### config.mk
export PLATFORM = sky130hd
export DESIGN_NAME = btn_conditioner
export DESIGN_NICKNAME = d
export VERILOG_FILES = /design/src/rtl/btn_conditioner.sv
export SDC_FILE = /design/constraint.sdc
export NUM_CORES = 1
export LEC_CHECK = 0
export ABC_AREA = 1
export CAP_MARGIN = 10
export CORE_AREA = 3 3 71 73
export DETAILED_ROUTE_END_ITERATION = 7
export DIE_AREA = 0 0 74 76
export GPL_ROUTABILITY_DRIVEN = 1
export GPL_TIMING_DRIVEN = 0
export PLACE_DENSITY = 0.84
export SYNTH_ARGS = -nofsm -noshare
export SYNTH_HDL_FRONTEND = slang
export SYNTH_SLANG_ARGS = --single-unit
### constraint.sdc
create_clock -name clk -period 1.8 [get_ports clk]
set_clock_uncertainty 0.05 [all_clocks]
set_input_delay 0.18 -clock clk [delete_from_list [all_inputs] [get_ports clk]]
set_output_delay 0.18 -clock clk [all_outputs]
set_load 0.01 [all_outputs]
### src/rtl/btn_conditioner.sv
// Two-channel push-button front end: 2-flop synchroniser, debounce FSM and
// registered press pulses with same-cycle conflict rejection. Optional
// auto-repeat while held is enabled by defining BTN_AUTOREPEAT_EN.
module btn_conditioner #(
    parameter int DEBOUNCE_CYCLES = 1000000,
    localparam int CNT_W = $clog2(DEBOUNCE_CYCLES + 1)
) (
    input  logic clk,
    input  logic reset_in,
    input  logic b0_raw,
    input  logic b1_raw,
    output logic b0_pulse,
    output logic b1_pulse,
    output logic b0_level,
    output logic b1_level,
    output logic conflict
);

`ifdef BTN_AUTOREPEAT_EN
    localparam int RPT_W = $clog2(32 * DEBOUNCE_CYCLES + 1);
    localparam int CW    = (RPT_W > CNT_W) ? RPT_W : CNT_W;
    localparam logic [CW-1:0] RPT_LAST   = CW'(32 * DEBOUNCE_CYCLES - 1);
    localparam logic [CW-1:0] RPT_RELOAD = CW'(24 * DEBOUNCE_CYCLES);
`else
    localparam int CW = CNT_W;
`endif
    localparam logic [CW-1:0] DB_LAST = CW'(DEBOUNCE_CYCLES - 1);
    localparam logic [CW-1:0] CNT_ONE = CW'(1);
    localparam logic [CW-1:0] CNT_ZERO = CW'(0);

    typedef enum logic [1:0] {
        IDLE         = 2'd0,
        PRESS_WAIT   = 2'd1,
        PRESSED      = 2'd2,
        RELEASE_WAIT = 2'd3
    } state_e;

    logic [1:0]          sync1_q, sync1_d;
    logic [1:0]          sync2_q, sync2_d;
    state_e [1:0]        state_q, state_d;
    logic [1:0][CW-1:0]  cnt_q, cnt_d;
    logic [1:0]          level_q, level_d;
    logic [1:0]          pulse_q, pulse_d;
    logic                conflict_q, conflict_d;
    logic [1:0]          accept_s;

    // Next-state logic for both channel FSMs and the output stage.
    always_comb begin
        sync1_d = {b1_raw, b0_raw};
        sync2_d = sync1_q;
        for (int ch = 0; ch < 2; ch++) begin
            state_d[ch]  = state_q[ch];
            cnt_d[ch]    = cnt_q[ch];
            level_d[ch]  = level_q[ch];
            accept_s[ch] = 1'b0;
            case (state_q[ch])
                IDLE: begin
                    level_d[ch] = 1'b0;
                    if (sync2_q[ch]) begin
                        state_d[ch] = PRESS_WAIT;
                        cnt_d[ch]   = CNT_ONE;
                    end else begin
                        cnt_d[ch]   = CNT_ZERO;
                    end
                end
                PRESS_WAIT: begin
                    if (!sync2_q[ch]) begin
                        state_d[ch] = IDLE;
                        cnt_d[ch]   = CNT_ZERO;
                    end else if (cnt_q[ch] == DB_LAST) begin
                        state_d[ch]  = PRESSED;
                        cnt_d[ch]    = CNT_ZERO;
                        level_d[ch]  = 1'b1;
                        accept_s[ch] = 1'b1;
                    end else begin
                        cnt_d[ch]   = cnt_q[ch] + CNT_ONE;
                    end
                end
                PRESSED: begin
                    level_d[ch] = 1'b1;
                    if (!sync2_q[ch]) begin
                        state_d[ch] = RELEASE_WAIT;
                        cnt_d[ch]   = CNT_ONE;
`ifdef BTN_AUTOREPEAT_EN
                    // cnt doubles as the held-time counter; reload gives the 8x period.
                    end else if (cnt_q[ch] == RPT_LAST) begin
                        accept_s[ch] = 1'b1;
                        cnt_d[ch]    = RPT_RELOAD;
                    end else begin
                        cnt_d[ch]    = cnt_q[ch] + CNT_ONE;
                    end
`else
                    end else begin
                        cnt_d[ch]   = CNT_ZERO;
                    end
`endif
                end
                RELEASE_WAIT: begin
                    if (sync2_q[ch]) begin
                        state_d[ch] = PRESSED;
                        cnt_d[ch]   = CNT_ZERO;
                    end else if (cnt_q[ch] == DB_LAST) begin
                        state_d[ch] = IDLE;
                        cnt_d[ch]   = CNT_ZERO;
                        level_d[ch] = 1'b0;
                    end else begin
                        cnt_d[ch]   = cnt_q[ch] + CNT_ONE;
                    end
                end
                default: begin
                    state_d[ch] = IDLE;
                    cnt_d[ch]   = CNT_ZERO;
                    level_d[ch] = 1'b0;
                end
            endcase
        end
        // Simultaneous accepts are swallowed so the lock never sees both buttons.
        if (accept_s == 2'b11) begin
            pulse_d    = 2'b00;
            conflict_d = 1'b1;
        end else begin
            pulse_d    = accept_s;
            conflict_d = 1'b0;
        end
    end

    // State and output registers with synchronous reset.
    always_ff @(posedge clk) begin
        if (reset_in) begin
            sync1_q    <= 2'b00;
            sync2_q    <= 2'b00;
            state_q    <= {IDLE, IDLE};
            cnt_q      <= '0;
            level_q    <= 2'b00;
            pulse_q    <= 2'b00;
            conflict_q <= 1'b0;
        end else begin
            sync1_q    <= sync1_d;
            sync2_q    <= sync2_d;
            state_q    <= state_d;
            cnt_q      <= cnt_d;
            level_q    <= level_d;
            pulse_q    <= pulse_d;
            conflict_q <= conflict_d;
        end
    end

    assign b0_pulse = pulse_q[0];
    assign b1_pulse = pulse_q[1];
    assign b0_level = level_q[0];
    assign b1_level = level_q[1];
    assign conflict = conflict_q;

endmodule

==> out/results.txt <==
The post-synthesis sequential area ratio was 0.390. X dimension of the die: 74 um. The total setup violations reported at the end of the flow is 0, and the distinct cell type count of the synthesized netlist is 37. For the final hold violation count, the log shows 0.

At the end of routability-driven placement, the weighted congestion stood at 0.844. The largest single stage delay on the critical path is 350 ps. The final design utilization was 0.683. The worst setup path is captured at a flop.

The logs give 1860 ps for the endpoint arrival time on the critical path and 585 MHz for the fmax. The tools report the number of sinks handled by clock tree synthesis as 53. For this design the total switching power over the nets is 0.000601 W. Summing all flip-flop and latch instances after layout gives 1060 um^2. The clock insertion delay at the later pin of the skew report is 300 ps.

The region available for standard cell placement spans 4410 um^2. The tools report the total I/O pin count as 9. The leftover overflow at the end of global routing was 0. After detailed routing, the total wire length is 5150 um. After detailed routing, the number of remaining DRC violations is 0. The met2 routing resource usage after global routing was 0.335. The flow ran to the end, and the final reports show no timing, DRC or antenna violations. The reg-to-reg critical path startpoint was cnt_q[20]$_SDFF_PP0_. The tools report the synthesized instance count as 377. The clock input transition at the sequential cells of the worst setup and hold paths is 90 ps, and the global routing met3 resource utilization is 0.0396.

The tools report the total negative setup slack as 0 ps. TritonCTS built the clock tree. The worst register-to-register path ends at cnt_q[39]$_SDFF_PP0_. The global routing stage identified its most utilized layer as met2. The critical path is of the flop to flop type. Power spread over the standard cell area amounts to 743 nW/um^2. The height of the die is 76 um.

Initial antenna violation count: 0. Yosys printed 0 warnings. The area growth from synthesis to layout is 10.8%.

Leaving out fill and tap cells, the most frequent cells in the layout are nand2_1, nor2_1, dfxtp_1. The repair_antennas step left the layout with diodes totalling 0. Across the run, the number of max-cap violations was 0.

The starting density of the core is 0.616. Internal power component: 0.00164 W. The fraction of layout cells with a size suffix above 1 was 0.124; the number of instances on the worst hold path was 3. The tools report the worst slew slack as a fraction of its limit as 0.699. Each instance of the synthesized netlist takes up on average 7.22 um^2. The switching power as a share of total power was 0.268; the deepest level of the CTS H-tree was 2.

The critical path goes through ha_1 > nand2_1 > nor2_4 > inv_1 > nor2_2 > nand3_2 > nand2_2 > buf_6 > a21oi_1 > and2_1. For hold timing, the worst endpoint is sync1_q[0]$_SDFF_PP0_. The die covers 5620 um^2.

The run gives 2204 as the number of global-route vias before repair. The reg2reg setup slack is 90 ps, and the minimum clock period after layout is 1710 ps. The clock buffer count from CTS was 5; the number of DRC markers in iteration 0 was 141. During placement, the flow inserted port buffers numbering 8.

IR analysis of the VDD net gives a maximum drop of 0.000551 V. The layout has 364 filler cells. The tools report the net count after synthesis as 393.

Row generation in the floorplan step produced 24 rows. The clock power share is 0.290, and the post-detailed-route via-to-cell ratio is 5.31. The tools report the global-route track usage on met1 as 0.243. The slowest stage of the critical path belongs to the cell dfxtp_2.

Synthesis inferred 53 register bits. The most frequent standard cell in the layout excluding fill and tap cells was nand2_1. The number of nets with antenna violations after routing is 0, and the number of nets in the finished design is 410. The worst reg-to-reg path cell count is 10, and the total routing resource utilization after global routing is 0.196. The tree is rooted in a clkbuf_8. The post-detailed-route wirelength per cell is 11.5 um. Summing every instance area after synthesis gives 2720 um^2.

Type of element launching the critical path: a flop. Along the worst path, the maximum fanout reaches 10. The type of the worst min-delay path is primary input to flop. The pin count of the biggest net entering global routing came out at 16. The first global-routing pass estimated 9000 um of wire. The analysis attributes to cell leakage a power of 1.09 nW.

Detailed placement ended at an HPWL of 3830 um. The first detailed-routing pass took 4 iterations. The area occupied by multi-input gates came out at 1480 um^2.

The run gives 2375 as the detailed-route via count. The share of the cycle needed by the critical path after routing was 0.949; the maximum clock insertion buffer count was 2. The max-slew violation count came out at 0.

Setup repair after global routing left no endpoint under its margin. The run gives 0.564 as the sequential fraction of design power. The tools report the start point of the worst hold path as b0_raw.

For the proportion of power drawn by combinational gates, the log shows 0.146. For the data required time at the worst endpoint, the log shows 1960 ps. Pin slew with the least headroom to its limit: 452 ps.
## how the worst max path moves through the flow
stage | startpoint | to | slack, ps | depth (start not counted)
after floorplan | cnt_q[20]$_SDFF_PP0_ | cnt_q[39]$_SDFF_PP0_ | 280 | 10
after global placement | cnt_q[20]$_SDFF_PP0_ | cnt_q[39]$_SDFF_PP0_ | 60 | 10
after detailed placement | cnt_q[20]$_SDFF_PP0_ | cnt_q[39]$_SDFF_PP0_ | 20 | 10
after CTS | cnt_q[20]$_SDFF_PP0_ | cnt_q[39]$_SDFF_PP0_ | 10 | 10
after global routing | flop | cnt_q[34]$_SDFF_PP0_ | 3 | 9
final | cnt_q[20]$_SDFF_PP0_ | cnt_q[39]$_SDFF_PP0_ | 90 | 10
## power by group through the flow
stage	combinational (W)	clock (W)	sequential, W
5_1_grt	0.000371	0.000707	0.00127
3_3_place_gp	0.000310	0	0.00129
6_report	0.000326	0.000649	0.00126
3_5_place_dp	0.000322	0	0.00129
4_1_cts	0.000324	0.000668	0.00126
2_1_floorplan	0.000240	0	0.00128
## synthesized netlist by cell type
library cell / count / area [um^2]
a211oi_1: 1 / 7.51
a21boi_0: 1 / 7.51
a21oi_1: 22 / 110
a221oi_1: 1 / 8.76
a31oi_1: 3 / 18.8
and2_1: 1 / 6.26
and3_1: 1 / 6.26
buf_2: 1 / 5.00
buf_4: 1 / 7.51
clkbuf_1: 1 / 3.75
dfxtp_1: 53 / 1060
ha_1: 12 / 150
inv_1: 48 / 180
inv_2: 5 / 18.8
nand2_1: 69 / 259
nand2_2: 3 / 18.8
nand3_1: 25 / 125
nand3_2: 1 / 10.0
nand3_4: 2 / 35.0
nand3b_1: 1 / 7.51
nand4_1: 7 / 43.8
nor2_1: 66 / 248
nor2_2: 2 / 12.5
nor2_4: 4 / 45.0
nor3_1: 7 / 35.0
nor3_2: 6 / 60.1
nor3b_1: 4 / 30.0
nor3b_2: 1 / 12.5
o211a_1: 1 / 10.0
o211ai_1: 1 / 7.51
o21a_1: 1 / 7.51
o21ai_0: 11 / 55.1
o21ai_1: 3 / 15.0
o21ai_2: 1 / 8.76
or2_2: 2 / 12.5
xnor2_1: 3 / 26.3
xor2_1: 5 / 43.8
## critical path: cells and delay by family (launching register included)
family	cells	cell delay [ps]
flip-flops	1	350
AND/OR/NAND/NOR	6	780
adder cells (fa/ha/maj)	1	170
buffers and inverters	2	220
AO/OA/AOI/OAI	1	40
## cell families after synthesis
logic type / share of synthesized area
adder cells (fa/ha/maj): 0.0552
XOR/XNOR: 0.0258
buffers and inverters: 0.0791
AO/OA/AOI/OAI: 0.0943
AND/OR/NAND/NOR: 0.356
flip-flops: 0.390
## registers in the layout (all words and copies together) (netlist names), named ones only
register and cells:
sync1_q 2, pulse_q 2, cnt_q 40, sync2_q 2, level_q 2, conflict 1
state_q 2
## metrics by stage
stage	area [um^2]	hold slack (ps)	power, W	setup slack, ps	cells
6_report	3010	341	0.00224	91.3	447
5_1_grt	3010	372	0.00235	3.38	447
4_1_cts	2950	334	0.00226	13.2	445
3_5_place_dp	2870	368	0.00161	21.3	437
3_3_place_gp	2870	342	0.00160	58.0	437
2_1_floorplan	2720	208	0.00152	278	377
## layer usage
metal / vias to the layer above / wire, um / part of all wire
met3: 11 / 168 / 0.033
met1: 1086 / 2340 / 0.45
li1: 1241 / - / -
met4: 0 / 92 / 0.018
met5: - / 0 / 0
met2: 37 / 2550 / 0.49
## what timing repair did
item | in CTS | in global routing
gates cloned | 0 | 0
pin swaps | 0 | 5
gates resized for setup | 1 | 12
setup endpoints to repair | 6 | 22
setup buffers | 0 | 2
hold buffers | 0 | 0
## layout make-up
class | count | share of cell area
multi-input combinational | 268 | 0.490
sequential | 53 | 0.353
inverter | 53 | 0.0660
timing repair buffer | 10 | 0.0357
clock buffer | 6 | 0.0241
tap | 52 | 0.0216
buffer | 3 | 0.00664
clock inverter | 2 | 0.00332
No activity file was read; power rests on OpenSTA's default activity.
==> RTL change, RTL diff (same settings) <==
Put a register stage on the outputs `b0_pulse`, `b1_pulse`, `b0_level` and `b1_level`, cleared by the reset. The values now appear one clock later. The other outputs are not delayed to match.
--- a/src/rtl/btn_conditioner.sv
+++ b/src/rtl/btn_conditioner.sv
@@ -145,10 +145,19 @@
         end
     end
 
-    assign b0_pulse = pulse_q[0];
-    assign b1_pulse = pulse_q[1];
-    assign b0_level = level_q[0];
-    assign b1_level = level_q[1];
+    always_ff @(posedge clk) begin
+        if (reset_in) begin
+            b0_pulse <= '0;
+            b1_pulse <= '0;
+            b0_level <= '0;
+            b1_level <= '0;
+        end else begin
+            b0_pulse <= pulse_q[0];
+            b1_pulse <= pulse_q[1];
+            b0_level <= level_q[0];
+            b1_level <= level_q[1];
+        end
+    end
     assign conflict = conflict_q;
 
 endmodule
Function: no difference found for any inputs over 10 cycles, from zero or initial values and one cycle with reset_in high; that may be too few to reach the edited logic, so the function may still have changed.
==> RTL change against the original RTL <==
Worst hold slack worse by 23 ps; setup slack better by 36 ps; total power grew 59%; synthesized area is 8.0% higher; sequential cell count is 4 higher; maximum frequency is 2.2% higher; largest power group is now clock; design area is 13% higher; routed wire length is 22% higher.
==> RTL change: results <==
[critical_path]
crit_fanout = 6
r2r_end = "pulse_q[1]"
r2r_slack_ps = 130
cp.arrival_ps = 1850
cp_slowest_stage_delay_ps = 370
slowest_stage = "dfxtp_2"
reg2regPathDepth = 8
r2r_start = "cnt_q[0]"

[power]
ir_worst_vdd_uv = 674
power.internal_w = 0.00272
leakagePower_nw = 1.30

[global_route]
grt_pass1_wl_um = 10700
grt_pass1_vias = 2501
antenna_found_initial = 0
grt_max_degree = 11
grt_usage_pct = 23.8

[cells_and_area]
drive_above_1_share_pct = 11.1
largest_register_ff_count = 40
nets = 452
fill_cells = 317
regMostFlops = "cnt_q"
final_util_pct = 77.5
antennaDiodeCount = 0

[drt]
viasPerCell = 5.45
dr.pass1.iters = 5
drt-total-wl_um = 6280
initialDrtViolationCount = 179

[timing]
max_slew_margin_pct = 71.8
setup_viol = 0

[place]
place_congestion = 0.901
dp_hpwl_um = 4270
place.port_buffers = 8
place_area_um2 = 3080

[min_path]
hp-start = "b0_raw"
hold_path.class = "in2reg"
holdPathStages = 3
min_to = "sync1_q[0]"

[logic_synthesis]
synth-main-ff-cell = "dfxtp_1"
ys_seq_area_share_pct = 38.9
synth_area_leaders = "dfxtp_1 39%, nor2_1 12%, nand2_1 9.8%"
synthTopCellsByCount = "90 x nor2_1, 77 x nand2_1, 57 x dfxtp_1"
syn_nets = 432
synth_cell_types = 33
async_flop_share_pct = 0
yosys_warnings = 0

[run]
cap_violations = 0

[clock_tree]
numCtsBuffers = 9
htree_levels = 3
clock_tree.buffer_depth = 2
clock_latency_ps = 340
clkTransAtPathRegs_ps = 70
clockRootBuffer = "clkbuf_8"

[status]
status = "finished clean"
[RTL change: final cells by class]
class | count | share of cell area [%]
Multi-Input combinational cell | 296 | 46.2
Sequential cell | 57 | 33.4
Inverter | 58 | 6.37
Clock inverter | 5 | 4.39
Clock buffer | 11 | 4.13
Timing Repair Buffer | 9 | 2.56
Tap cell | 52 | 1.90
Buffer | 5 | 1.06
[RTL change: how the worst max path moves through the flow]
stage / start / end / slack (ps) / cells after the start
finish: cnt_q[0] / pulse_q[1] / 130 / 8
global route: cnt_q[20] / cnt_q[29] / 10 / 9
CTS: cnt_q[0] / pulse_q[1] / 20 / 8
detailed placement: state_q[0] / cnt_q[14] / 30 / 6
global placement: reset_in / cnt_q[34] / 90 / 7
floorplan: state_q[0] / cnt_q[13] / 320 / 6
[RTL change: stage by stage]
step / hold slack (ps) / worst slack (ps) / std cells
5_1_grt: 322 / 13.1 / 493
3_5_place_dp: 352 / 25.1 / 476
2_1_floorplan: 199 / 325 / 416
4_1_cts: 316 / 24.3 / 492
3_3_place_gp: 340 / 93.8 / 476
6_report: 319 / 128 / 493
[RTL change: critical path, delay by kind of cell (launching register included)]
kind | cells | cell delay (ps)
adder cells (fa/ha/maj) | 1 | 210
buffers and inverters | 1 | 60
flip-flops | 1 | 370
AND/OR/NAND/NOR | 6 | 870
[RTL change: cell families after synthesis]
group,share of synthesized area [%]
flip-flops,38.9
AO/OA/AOI/OAI,5.20
multiplexers,0.341
XOR/XNOR,5.37
adder cells (fa/ha/maj),5.11
buffers and inverters,8.65
AND/OR/NAND/NOR,36.5
[RTL change: routing by layer]
layer  vias up  track usage [%]  share of wire (%)
met5         -                0                  0
met4         0             11.6                2.3
met3        17             3.56                4.0
met2        70             37.1                 47
met1      1253             31.4                 47
li1       1348                -                  -
[RTL change: power by group through the flow]
stage / clock network (W) / registers [W] / logic [W]
5_1_grt: 0.00182 / 0.00138 / 0.000486
6_report: 0.00176 / 0.00137 / 0.000421
3_3_place_gp: 0 / 0.00139 / 0.000393
3_5_place_dp: 0 / 0.00140 / 0.000412
2_1_floorplan: 0 / 0.00139 / 0.000326
4_1_cts: 0.00176 / 0.00137 / 0.000416
[RTL change: timing repair]
item | CTS | global route
endpoints found under the setup margin | 6 | 20
buffers inserted | 0 | 1
hold buffers | 0 | 0
gates resized for setup | 2 | 9
pin swaps | 0 | 1
gates cloned | 0 | 0
